[config.mk]
export PLATFORM = sky130hd
export DESIGN_NAME = pwm_capture_mc_flat
export DESIGN_NICKNAME = d
export VERILOG_FILES = /design/src/rtl/pwm_capture_mc_if.sv /design/src/rtl/pwm_capture_mc.sv /design/src/flat_wrapper.sv
export SDC_FILE = /design/constraint.sdc
export NUM_CORES = 1
export LEC_CHECK = 0
export BUFFER_PORTS_ARGS = -buffer_cell sky130_fd_sc_hd__buf_2
export CAP_MARGIN = 20
export CORE_MARGIN = 3
export CORE_UTILIZATION = 40
export DETAILED_ROUTE_END_ITERATION = 8
export GPL_TIMING_DRIVEN = 0
export SYNTH_ARGS = -nofsm -noshare
export SYNTH_HDL_FRONTEND = slang
export SYNTH_SLANG_ARGS = --single-unit
[constraint.sdc]
create_clock -name clk -period 3.1 [get_ports clk]
set_input_delay 0.31 -clock clk [delete_from_list [all_inputs] [get_ports clk]]
set_output_delay 0.31 -clock clk [all_outputs]
set_load 0.02 [all_outputs]
[src/rtl/pwm_capture_mc_if.sv]
// pwm_capture_mc_if
//   Bundles the PWM capture block's functional signals.
//   master : the environment (drives mode/pwm_in, observes results)
//   slave  : the capture block itself
//   Signals:
//     mode        0 = fixed window, 1 = edge-locked
//     pwm_in      raw asynchronous PWM inputs, one bit per channel
//     duty_out    captured high-cycle counts, channel k at [k*WIDTH +: WIDTH]
//     period_out  captured periods, same packing as duty_out
//     vld         one-cycle pulse per channel when duty/period update
//     stuck       per-channel level flag, no rising edge for MAX cycles
interface pwm_capture_mc_if #(
    parameter int unsigned NCH   = 4,
    parameter int unsigned WIDTH = 11
);
    logic                 mode;
    logic [NCH-1:0]       pwm_in;
    logic [NCH*WIDTH-1:0] duty_out;
    logic [NCH*WIDTH-1:0] period_out;
    logic [NCH-1:0]       vld;
    logic [NCH-1:0]       stuck;

    modport master (
        output mode,
        output pwm_in,
        input  duty_out,
        input  period_out,
        input  vld,
        input  stuck
    );

    modport slave (
        input  mode,
        input  pwm_in,
        output duty_out,
        output period_out,
        output vld,
        output stuck
    );
endinterface

[src/rtl/pwm_capture_mc.sv]
// pwm_capture_mc
//   Multi-channel PWM capture. Recovers high time and period of NCH PWM
//   inputs, either over a fixed 2^WIDTH-cycle window (mode=0) or locked to
//   the rising edges of each channel (mode=1) with stuck-signal detection.
//   Ports:
//     clk    system clock
//     rst_n  asynchronous active-low reset, clears all state and outputs
//     bus    pwm_capture_mc_if slave modport (mode, pwm_in, duty_out,
//            period_out, vld, stuck)
module pwm_capture_mc #(
    parameter int unsigned NCH         = 4,
    parameter int unsigned WIDTH       = 11,
    parameter int unsigned SYNC_STAGES = 2
) (
    input  logic              clk,
    input  logic              rst_n,
    pwm_capture_mc_if.slave   bus
);

    // Fewer than two synchronizer stages is never safe; clamp silently.
    localparam int unsigned SS = (SYNC_STAGES < 2) ? 2 : SYNC_STAGES;
    localparam logic [WIDTH-1:0] MAX = '1;

    typedef enum logic {
        MODE_WINDOW = 1'b0,
        MODE_EDGE   = 1'b1
    } mode_e;

    // Per-channel edge-mode state: waiting for the arming rise, armed and
    // capturing on every rise, or declared stuck.
    typedef enum logic [1:0] {
        CH_UNARMED = 2'd0,
        CH_ARMED   = 2'd1,
        CH_STUCK   = 2'd2
    } ch_state_e;

    // ------------------------------------------------------------------
    // Input conditioning
    // ------------------------------------------------------------------
    logic [NCH-1:0] sync_q [SS];
    logic [NCH-1:0] s_d_q;
    logic [NCH-1:0] s;
    logic [NCH-1:0] rise;

    assign s    = sync_q[SS-1];
    assign rise = s & ~s_d_q;

    // ------------------------------------------------------------------
    // Mode tracking
    // ------------------------------------------------------------------
    mode_e mode_q;
    mode_e mode_prev_q;
    logic  mode_chg;

    // A change is seen one cycle after the registered mode updates, so the
    // whole datapath restarts cleanly under the new mode.
    assign mode_chg = (mode_q != mode_prev_q);

    // ------------------------------------------------------------------
    // Counters and captured results
    // ------------------------------------------------------------------
    logic [WIDTH-1:0] wcnt_q;
    logic [WIDTH-1:0] h_q      [NCH];
    logic [WIDTH-1:0] p_q      [NCH];
    ch_state_e        ch_st_q  [NCH];
    logic [WIDTH-1:0] duty_q   [NCH];
    logic [WIDTH-1:0] period_q [NCH];
    logic [NCH-1:0]   vld_q;
    logic [NCH-1:0]   stuck_q;

    // Saturating increments used by both modes.
    logic [WIDTH-1:0] h_inc [NCH];
    logic [WIDTH-1:0] p_inc [NCH];

    always_comb begin
        for (int unsigned ch = 0; ch < NCH; ch++) begin
            h_inc[ch] = (h_q[ch] == MAX) ? MAX : (h_q[ch] + {{(WIDTH-1){1'b0}}, s[ch]});
            p_inc[ch] = (p_q[ch] == MAX) ? MAX : (p_q[ch] + WIDTH'(1));
        end
    end

    // ------------------------------------------------------------------
    // Synchronizer and mode registers
    // ------------------------------------------------------------------
    always_ff @(posedge clk or negedge rst_n) begin
        if (!rst_n) begin
            for (int unsigned i = 0; i < SS; i++) begin
                sync_q[i] <= '0;
            end
            s_d_q       <= '0;
            mode_q      <= MODE_WINDOW;
            mode_prev_q <= MODE_WINDOW;
        end else begin
            sync_q[0] <= bus.pwm_in;
            for (int unsigned i = 1; i < SS; i++) begin
                sync_q[i] <= sync_q[i-1];
            end
            s_d_q       <= s;
            mode_q      <= mode_e'(bus.mode);
            mode_prev_q <= mode_q;
        end
    end

    // ------------------------------------------------------------------
    // Capture datapath and per-channel state
    // ------------------------------------------------------------------
    always_ff @(posedge clk or negedge rst_n) begin
        if (!rst_n) begin
            wcnt_q  <= '0;
            vld_q   <= '0;
            stuck_q <= '0;
            for (int unsigned ch = 0; ch < NCH; ch++) begin
                h_q[ch]      <= '0;
                p_q[ch]      <= '0;
                ch_st_q[ch]  <= CH_UNARMED;
                duty_q[ch]   <= '0;
                period_q[ch] <= '0;
            end
        end else begin
            vld_q <= '0;

            if (mode_chg) begin
                // Restart everything under the new mode; results are held.
                wcnt_q  <= '0;
                stuck_q <= '0;
                for (int unsigned ch = 0; ch < NCH; ch++) begin
                    h_q[ch]     <= '0;
                    p_q[ch]     <= '0;
                    ch_st_q[ch] <= CH_UNARMED;
                end
            end else if (mode_q == MODE_WINDOW) begin
                wcnt_q  <= wcnt_q + WIDTH'(1);
                stuck_q <= '0;
                for (int unsigned ch = 0; ch < NCH; ch++) begin
                    if (wcnt_q == MAX) begin
                        // The level during the MAX cycle itself is dropped.
                        duty_q[ch]   <= h_q[ch];
                        period_q[ch] <= MAX;
                        h_q[ch]      <= '0;
                        vld_q[ch]    <= 1'b1;
                    end else begin
                        h_q[ch] <= h_inc[ch];
                    end
                end
            end else begin
                wcnt_q <= '0;
                for (int unsigned ch = 0; ch < NCH; ch++) begin
                    if (rise[ch]) begin
                        // A rise always wins over the stuck check.
                        p_q[ch] <= WIDTH'(1);
                        h_q[ch] <= WIDTH'(1);
                        if (ch_st_q[ch] == CH_ARMED) begin
                            duty_q[ch]   <= h_q[ch];
                            period_q[ch] <= p_q[ch];
                            vld_q[ch]    <= 1'b1;
                        end else begin
                            // Unarmed or stuck: this rise only (re)arms.
                            ch_st_q[ch] <= CH_ARMED;
                            stuck_q[ch] <= 1'b0;
                        end
                    end else if (p_q[ch] == MAX) begin
                        // p holds at MAX; report the stuck level only once.
                        h_q[ch] <= h_inc[ch];
                        if (ch_st_q[ch] != CH_STUCK) begin
                            ch_st_q[ch]  <= CH_STUCK;
                            stuck_q[ch]  <= 1'b1;
                            duty_q[ch]   <= s[ch] ? MAX : '0;
                            period_q[ch] <= MAX;
                            vld_q[ch]    <= 1'b1;
                        end
                    end else begin
                        p_q[ch] <= p_inc[ch];
                        h_q[ch] <= h_inc[ch];
                    end
                end
            end
        end
    end

    // ------------------------------------------------------------------
    // Output packing
    // ------------------------------------------------------------------
    for (genvar g = 0; g < NCH; g++) begin : g_out
        assign bus.duty_out[g*WIDTH +: WIDTH]   = duty_q[g];
        assign bus.period_out[g*WIDTH +: WIDTH] = period_q[g];
    end

    assign bus.vld   = vld_q;
    assign bus.stuck = stuck_q;

endmodule

[src/flat_wrapper.sv]
// flat-port wrapper written by rule: the top's interface ports become plain ports
module pwm_capture_mc_flat 
#(
    parameter int unsigned NCH         = 4,
    parameter int unsigned WIDTH       = 11,
    parameter int unsigned SYNC_STAGES = 2
)
  (clk, rst_n, bus_mode, bus_pwm_in, bus_duty_out, bus_period_out, bus_vld, bus_stuck);
  pwm_capture_mc_if #(.NCH(NCH), .WIDTH(WIDTH)) bus_i ();
  input  logic clk;
  input  logic rst_n;
  input wire logic [$bits(bus_i.mode)-1:0] bus_mode;
  input wire logic [$bits(bus_i.pwm_in)-1:0] bus_pwm_in;
  output wire logic [$bits(bus_i.duty_out)-1:0] bus_duty_out;
  output wire logic [$bits(bus_i.period_out)-1:0] bus_period_out;
  output wire logic [$bits(bus_i.vld)-1:0] bus_vld;
  output wire logic [$bits(bus_i.stuck)-1:0] bus_stuck;
  assign bus_i.mode = bus_mode;
  assign bus_i.pwm_in = bus_pwm_in;
  assign bus_duty_out = bus_i.duty_out;
  assign bus_period_out = bus_i.period_out;
  assign bus_vld = bus_i.vld;
  assign bus_stuck = bus_i.stuck;
  pwm_capture_mc #(.NCH(NCH), .WIDTH(WIDTH), .SYNC_STAGES(SYNC_STAGES)) u_core (.clk(clk), .rst_n(rst_n), .bus(bus_i));
endmodule
==> impl_metrics.yaml, run 1 <==
synth:
  yosys_warnings: 0
  synth_edf_count: 0
  yosys.area.top_type: "dfrtp_1"
  synth.area.top_cells: "dfrtp_1 53%, mux2i_1 5.8%, nor2_1 3.4%"
  synthCells: 1008
  synth_fp_nets: 1029
  ys_seq_area_share_pct: 52.57
  synthesis.area_um2: 10330
  ys.flop_type: "dfrtp_1"
  ys_types: 59
  synthArstFlopShare_pct: 100.0
  syn_area_per_cell_um2: 10.25
  synth_top_area_share_pct: 52.57
  ys_seq_elements: 217
setup_path:
  startpoint_type: "flop"
  critPathArrivalTime_ns: 3.31
  worstPathRequired_ns: 3.46
  worstReg2RegEnd: "u_core.h_q[20]$_DFF_PN0_"
  crit_path_end_kind: "flop"
  reg2reg_from: "u_core.mode_q$_DFF_PN0_"
  path_class: "flop to flop"
  r2r_cells: 7
  r2r_slack_ns: 0.15
  critPathMaxFanout: 10
layout:
  diodes: 0
  area.growth.synth_to_final_pct: 17.73
  final_cells: 1492
  layout-drive-gt1-share_pct: 16.18
  fin_util_pct: 48.16
  postLayoutCellArea_um2: 12160
  layout_common_cells: "217 x dfrtp_1, 106 x buf_2, 93 x nor2_1"
  final_common_cell: "dfrtp_1"
  final_nets: 1165
cts:
  clkTransAtPathRegs_ns: 0.06
  cts_tree: "yes"
  clockBufferDepth: 3
  cts-root-buf: "clkbuf_16"
  post-cts-setup-buffer-count: 0
  cts_buffers: 25
  cts_sinks: 217
  worstSkewPairLatency_ns: 0.51
  htreeDepth: 1
job:
  cap_violations: 0
timing:
  finalHoldViolCount: 0
  period_needed_ns: 2.953
  tns_ns: 0
  rsz0062_at_grt: "no"
  final-setup-viol-count: 0
  fmax_mhz: 338.7
  setup_ws_ns: 0.1473
  post-route-period-util_pct: 95.25
  clock_skew_ns: 0.01113
  tightest_slew_ns: 0.8510
  max-slew-margin-rel_pct: 42.79
  drv_slew: 0
routing:
  wl_um: 24280
  drc: 0
  post_drt_wl_per_cell_um: 16.27
  vias: 7925
  first_pass_iters: 5
  drtAntennaViolNets: 0
  viasPerCell: 5.312
  drt_iter0_drc: 538
global_route:
  grt_max_degree: 117
  grt_pass1_wl_um: 41470
  antenna_found_initial: 0
  grt_overflow_total: 0
  grt_use_total_pct: 17.56
  grt_pass1_vias: 7876
run_status:
  outcome: "finished, final reports clean"
floorplanning:
  die_area_um2: 27790
  die_height_um: 166.7
  start_util_pct: 40.90
  fp.dieW_um: 166.7
  fp-row-count: 58
  design.core.area_um2: 25250
  num_io_pins: 103
placement:
  io_buffer_count: 102
  placed_area_um2: 11290
  routabilityCongestion: 0.8444
  dp_cells: 1441
  place_hpwl_um: 16340
  dp_worst_setup_slack_ns: -0.2702
min_path:
  worstHoldStart: "u_core.sync_q[7]$_DFF_PN0_"
  hold_end: "u_core.s[3]$_DFF_PN0_"
  hold_depth: 0
  holdCritPathClass: "flop to flop"
pwr:
  ir_drop_mv: 0.4842
  power_density_nw_per_um2: 606.6
  leakage_nw: 5.584
metal layers:
metal  vias to the layer above  track usage [%]  part of all wire, %
met5                         -                0                    0
met4                         0            4.519                  2.1
met3                        43            3.038                  5.0
met2                       189            27.01                   44
met1                      3846            25.90                   49
li1                       3847                -                    -
synth_stat cells, types with 8 or more instances:
library cell,instances
xor2_1,17
and3_1,21
nand3_1,49
or3_1,19
o2bb2ai_1,12
inv_1,77
and4_1,13
nor2_1,94
nor3_1,16
and2_1,10
xnor2_1,15
nand2b_1,10
o21ai_0,63
o22a_1,16
mux2_4,8
mux2i_1,60
a31oi_1,12
nand4_1,19
clkbuf_1,27
nand2_1,56
nor2b_1,8
a21oi_1,66
ha_1,14
dfrtp_1,217
what timing repair did:
item / 4_1_cts / 5_1_grt
cloned: 0 / 0
endpoints found under the hold margin: 106 / 0
resized for setup: 3 / 2
hold buffers: 6 / 0
endpoints found under the setup margin: 51 / 19
registers in the layout, summed over array words and instances (netlist names), 4 cells and up:
register / cells
u_core.wcnt_q: 11
u_core.bus.vld: 4
u_core.bus.duty_out: 44
u_core.ch_st_q: 8
u_core.s: 4
u_core.p_q: 44
u_core.bus.period_out: 44
u_core.h_q: 44
u_core.s_d_q: 4
u_core.bus.stuck: 4
u_core.sync_q: 4
power by group:
part / total, mW / internal [mW] / switching (mW)
sequential: 3.31 / 3.12 / 0.190
combinational: 1.22 / 0.442 / 0.776
clock: 2.85 / 1.70 / 1.15
total: 7.38 / 5.26 / 2.12
area by class of cell:
cell class / instances / area, um2
Timing Repair Buffer: 109 / 608.1
Tap cell: 330 / 412.9
Sequential cell: 217 / 5430
Clock inverter: 9 / 72.57
Inverter: 79 / 296.5
Buffer: 43 / 222.7
Clock buffer: 36 / 726.9
Fill cell: 2394 / 13090
Multi-Input combinational cell: 669 / 4392
critical path: stages, from the launching register on:
cell      delay [ns]
dfrtp_1         0.54
inv_1           0.22
clkbuf_2        0.26
ha_2            0.47
clkbuf_1        0.48
nor2_2          0.22
o21ai_1         0.47
nor3_1          0.13
stage by stage:
stage          hold WS, ns  power [mW]
6_report            0.3521       7.378
3_3_place_gp        0.3336       4.562
5_1_grt             0.3709       7.760
2_1_floorplan      0.01441       4.098
3_5_place_dp        0.3387       4.582
4_1_cts             0.3526       7.484
worst max-delay path by stage:
stage                                 start                                    end  slack [ns]  cells past startpoint
floorplan           u_core.mode_q$_DFF_PN0_  u_core.bus.period_out[14]$_DFFE_PN0P_        0.81                      9
global placement                      rst_n    u_core.bus.duty_out[24]$_DFFE_PN0P_       -2.21                      1
detailed placement  u_core.mode_q$_DFF_PN0_               u_core.h_q[28]$_DFF_PN0_       -0.27                      7
CTS                 u_core.mode_q$_DFF_PN0_    u_core.bus.duty_out[16]$_DFFE_PN0P_         0.1                      9
global route        u_core.mode_q$_DFF_PN0_    u_core.bus.duty_out[16]$_DFFE_PN0P_       0.008                      9
finish              u_core.mode_q$_DFF_PN0_               u_core.h_q[20]$_DFF_PN0_        0.15                      7
kinds of logic after synthesis:
logic type / Yosys count / share of synthesized area (%)
adders and majority gates: 14 / 1.696
muxes: 73 / 7.522
DFF: 217 / 52.57
buffers and inverters: 122 / 5.002
AOI/OAI and AO/OA: 216 / 13.44
and+or+nand+nor: 334 / 17.05
xor gates and xnor gates: 32 / 2.713
No activity file was read; power rests on OpenSTA's default activity.
==> run 2: changes to the inputs <==
--- a/config.mk
+++ b/config.mk
@@ -7,6 +7,7 @@
 export LEC_CHECK = 0
 export BUFFER_PORTS_ARGS = -buffer_cell sky130_fd_sc_hd__buf_2
 export CAP_MARGIN = 20
+export CORE_ASPECT_RATIO = 1.75
 export CORE_MARGIN = 3
 export CORE_UTILIZATION = 40
 export DETAILED_ROUTE_END_ITERATION = 8
==> impl_metrics.yaml, run 2 (synthesis results as in run 1) <==
layout:
  fin_util_pct: 47.82
  final_nets: 1161
  layout_common_cells: "216 x dfrtp_1, 106 x buf_2, 93 x nor2_1"
  fillCellCount: 2453
  final_common_cell: "dfrtp_1"
  layout-drive-gt1-share_pct: 16.12
  final_cells: 1470
  postLayoutCellArea_um2: 12120
  diodes: 0
  area.growth.synth_to_final_pct: 17.30
routing:
  drc: 0
  wl_um: 25030
  vias: 7933
  drtAntennaViolNets: 0
  viasPerCell: 5.397
  post_drt_wl_per_cell_um: 17.03
  drt_iter0_drc: 457
  first_pass_iters: 5
timing:
  rsz0062_at_grt: "no"
  whs_ns: 0.3486
  clock_skew_ns: 0.01613
  drv_slew: 0
  max-slew-margin-rel_pct: 43.40
  tns_ns: 0
  final-setup-viol-count: 0
  period_needed_ns: 2.913
  fmax_mhz: 343.3
  tightest_slew_ns: 0.8420
  finalHoldViolCount: 0
  post-route-period-util_pct: 93.96
setup_path:
  crit_buf_inv: 4
  cp_cell_sequence: "inv_1, clkbuf_2, ha_1, clkbuf_1, buf_1, nor2_1, nand3b_1, o21ai_0"
  cp_top_family: "buffers and inverters"
  path_class: "flop to flop"
  cp_slowest_cell: "buf_1"
  crit_path_end_kind: "flop"
  worstPathRequired_ns: 3.49
  startpoint_type: "flop"
  max_stage_delay_ns: 0.56
  critPathMaxFanout: 10
  critPathArrivalTime_ns: 3.30
cts:
  cts_buffers: 21
  post-cts-setup-buffer-count: 0
  cts_sinks: 217
  htreeDepth: 1
  clockBufferDepth: 3
  cts_tree: "yes"
  clkTransAtPathRegs_ns: 0.07
  cts-root-buf: "clkbuf_16"
  worstSkewPairLatency_ns: 0.51
placement:
  dp_cells: 1427
  place_hpwl_um: 17630
  io_buffer_count: 102
  placed_area_um2: 11270
  routabilityCongestion: 0.8613
job:
  cap_violations: 0
min_path:
  holdCritPathClass: "flop to flop"
floorplanning:
  die_area_um2: 27870
  fp-row-count: 77
  num_io_pins: 103
  design.core.area_um2: 25340
  die_height_um: 218.6
  fp.dieW_um: 127.5
  start_util_pct: 40.77
global_route:
  grt_overflow_total: 0
  grt_max_degree: 115
  grt_use_total_pct: 18.03
  grt_pass1_vias: 8103
  antenna_found_initial: 0
  grt_pass1_wl_um: 41420
pwr:
  power_density_nw_per_um2: 610.2
  leakage_nw: 5.560
  ir_drop_mv: 0.4303
run_status:
  outcome: "finished, final reports clean"
run 2: what timing repair did:
item                                    4_1_cts  5_1_grt
endpoints found under the hold margin       108        0
gates cloned                                  0        0
gates resized for setup                       5        1
hold buffers                                  6        0
endpoints found under the setup margin      105       33
run 2: routing by layer:
metal	track usage (%)	wire [um]	up-vias
li1	-	-	3811
met1	21.92	10290	3895
met2	32.61	13000	181
met3	1.932	942	46
met4	6.657	799	0
met5	0	0	-
run 2: final cells by class:
class | instances | area (um2) | share of cell area [%]
Buffer | 43 | 224.0 | 1.848
Clock buffer | 24 | 566.8 | 4.678
Clock inverter | 13 | 205.2 | 1.694
Inverter | 79 | 296.5 | 2.447
Multi-Input combinational cell | 669 | 4389 | 36.22
Sequential cell | 217 | 5431 | 44.83
Tap cell | 316 | 395.4 | 3.263
Timing Repair Buffer | 109 | 608.1 | 5.019
run 2: where the power goes:
part	switching, mW	leakage [nW]	internal (mW)
sequential	0.191	2.78	3.11
clock	1.13	0.371	1.74
combinational	0.781	2.41	0.443
run 2: per-stage QoR:
stage	power [mW]	setup WS [ns]
2_1_floorplan	4.098	0.8085
3_3_place_gp	4.574	-2.202
3_5_place_dp	4.598	-0.4069
4_1_cts	7.522	0.01734
5_1_grt	7.728	0.01625
6_report	7.393	0.1874
run 2: worst reg2reg max path, cell delays in order, from the launching register on:
cell and delay (ns):
dfrtp_2 0.49, inv_1 0.25, clkbuf_2 0.35, ha_1 0.23, clkbuf_1 0.48, buf_1 0.57, nor2_1 0.22, nand3b_1 0.13
o21ai_0 0.08
run 2: path summary, 6_finish.rpt:
kind                                       startpoint                    endpoint  slack, ns  depth (start not counted)
hold reg to reg            u_core.sync_q[6]$_DFF_PN0_       u_core.s[2]$_DFF_PN0_       0.35                          0
max in group asynchronous                       rst_n     u_core.mode_q$_DFF_PN0_       1.58                          3
setup / recovery              u_core.mode_q$_DFF_PN0_  u_core.p_q[18]$_DFFE_PN0P_       0.19                          8
min in group asynchronous                       rst_n    u_core.h_q[42]$_DFF_PN0_       0.43                          2
hold / removal             u_core.sync_q[6]$_DFF_PN0_       u_core.s[2]$_DFF_PN0_       0.35                          0
setup reg to reg              u_core.mode_q$_DFF_PN0_  u_core.p_q[18]$_DFFE_PN0P_       0.19                          8
==> run 3: changes to the inputs <==
--- a/config.mk
+++ b/config.mk
@@ -9,7 +9,7 @@
 export CAP_MARGIN = 20
 export CORE_ASPECT_RATIO = 1.75
 export CORE_MARGIN = 3
-export CORE_UTILIZATION = 40
+export CORE_UTILIZATION = 30
 export DETAILED_ROUTE_END_ITERATION = 8
 export GPL_TIMING_DRIVEN = 0
 export SYNTH_ARGS = -nofsm -noshare
==> impl_metrics.yaml, run 3 (synthesis results as in run 1) <==
timing:
  drv_slew: 0
  finalHoldViolCount: 0
  clock_skew_ns: 0.01153
  fmax_mhz: 340.9
  tns_ns: 0
  whs_ns: 0.3484
  rsz0062_at_grt: "no"
  final-setup-viol-count: 0
  period_needed_ns: 2.933
  setup_ws_ns: 0.1665
  max-slew-margin-rel_pct: 41.51
  post-route-period-util_pct: 94.63
  tightest_slew_ns: 0.8701
setup_path:
  worstPathRequired_ns: 3.53
  critPathArrivalTime_ns: 3.36
  startpoint_type: "flop"
  path_class: "flop to flop"
  critPathMaxFanout: 10
  crit_path_end_kind: "flop"
floorplanning:
  die_height_um: 251.5
  fp-row-count: 89
  design.core.area_um2: 33850
  die_area_um2: 36780
  fp.dieW_um: 146.3
  start_util_pct: 30.51
  num_io_pins: 103
placement:
  routabilityCongestion: 0.8177
  dp_worst_setup_slack_ns: -0.4964
  io_buffer_count: 102
  place_hpwl_um: 18600
job:
  cap_violations: 0
layout:
  area.growth.synth_to_final_pct: 19.55
  final_nets: 1163
  layout_common_cells: "216 x dfrtp_1, 106 x buf_2, 93 x nor2_1"
  layout-drive-gt1-share_pct: 15.98
  diodes: 0
  final_common_cell: "dfrtp_1"
cts:
  cts_buffers: 22
  worstSkewPairLatency_ns: 0.51
  post-cts-setup-buffer-count: 0
  cts_sinks: 217
  htreeDepth: 1
  cts-root-buf: "clkbuf_16"
  clockBufferDepth: 3
  clkTransAtPathRegs_ns: 0.07
  cts_tree: "yes"
pwr:
  leakage_nw: 5.587
  comb_power_share_pct: 16.5
  power_density_nw_per_um2: 606.2
  p_sw_share_pct: 28.49
  pwr-share-seq_pct: 44.2
  ir_drop_mv: 0.2703
  power_frac_clock_pct: 39.2
  switching_power_mw: 2.133
  p_total_mw: 7.486
  internal_power_mw: 5.354
routing:
  drt_iter0_drc: 468
  drtAntennaViolNets: 0
  wl_um: 26260
  wl_met2_um: 13960
  wl_met3_um: 1236
  wl_met1_um: 10170
  top_layer: "met4"
  vias: 7987
  first_pass_iters: 5
  viasPerCell: 4.952
  post_drt_wl_per_cell_um: 16.28
  drc: 0
min_path:
  holdCritPathClass: "flop to flop"
global_route:
  grt_overflow_total: 0
  antenna_found_initial: 0
  grt_max_degree: 117
  grt_use_total_pct: 14.04
  grt_pass1_wl_um: 42750
  grt_pass1_vias: 8219
run_status:
  outcome: "finished, final reports clean"
[run 3: area by class of cell]
class,instances,area (um2)
Tap cell,455,569.3
Timing Repair Buffer,110,635.6
Clock inverter,8,150.1
Buffer,43,224.0
Clock buffer,32,649.4
Inverter,79,296.5
Sequential cell,217,5431
Fill cell,3474,21500
Multi-Input combinational cell,669,4393
[run 3: timing repair]
action,4_1_cts,5_1_grt
endpoints found under the hold margin,120,0
resized for setup,3,6
endpoints found under the setup margin,120,31
hold buffers,6,0
[run 3: stage by stage]
step | instances | util [%] | area (um2)
6_report | 1613 | 36.48 | 12350
5_1_grt | 1613 | 36.48 | 12350
4_1_cts | 1613 | 36.45 | 12340
3_5_place_dp | 1567 | 33.90 | 11470
3_3_place_gp | 1565 | 33.70 | 11410
2_1_floorplan | 1008 | - | 10330
[run 3: metal layers]
layer,vias to the layer above,global-route usage (%)
met5,-,0
met3,61,2.444
met1,3935,15.76
met2,154,26.10
li1,3837,-
met4,0,5.813
[run 3: critical path: stages (launching register included)]
cell,delay (ns)
dfrtp_2,0.49
inv_1,0.20
clkbuf_2,0.29
ha_2,0.50
inv_1,0.17
a31oi_4,0.33
nand2b_4,0.20
buf_6,0.12
buf_2,0.30
mux2i_1,0.24
[run 3: power groups by stage]
stage	sequential [mW]	clock, mW	combinational (mW)
global route	3.35	3.14	1.37
CTS	3.32	3.05	1.26
global placement	3.36	0	1.24
finish	3.31	2.94	1.24
detailed placement	3.37	0	1.25
floorplan	3.61	0	0.486
[run 3: worst paths after layout]
path / start / to / slack, ns / cells past startpoint
min in group asynchronous: rst_n / u_core.bus.duty_out[38]$_DFFE_PN0P_ / 0.41 / 3
worst max-delay path: u_core.mode_q$_DFF_PN0_ / u_core.bus.duty_out[20]$_DFFE_PN0P_ / 0.17 / 9
worst min register to register: u_core.sync_q[6]$_DFF_PN0_ / u_core.s[2]$_DFF_PN0_ / 0.35 / 0
max in group asynchronous: rst_n / u_core.bus.period_out[18]$_DFFE_PN0P_ / 1.78 / 4
worst max register to register: u_core.mode_q$_DFF_PN0_ / u_core.bus.duty_out[20]$_DFFE_PN0P_ / 0.17 / 9
worst min-delay path: u_core.sync_q[6]$_DFF_PN0_ / u_core.s[2]$_DFF_PN0_ / 0.35 / 0
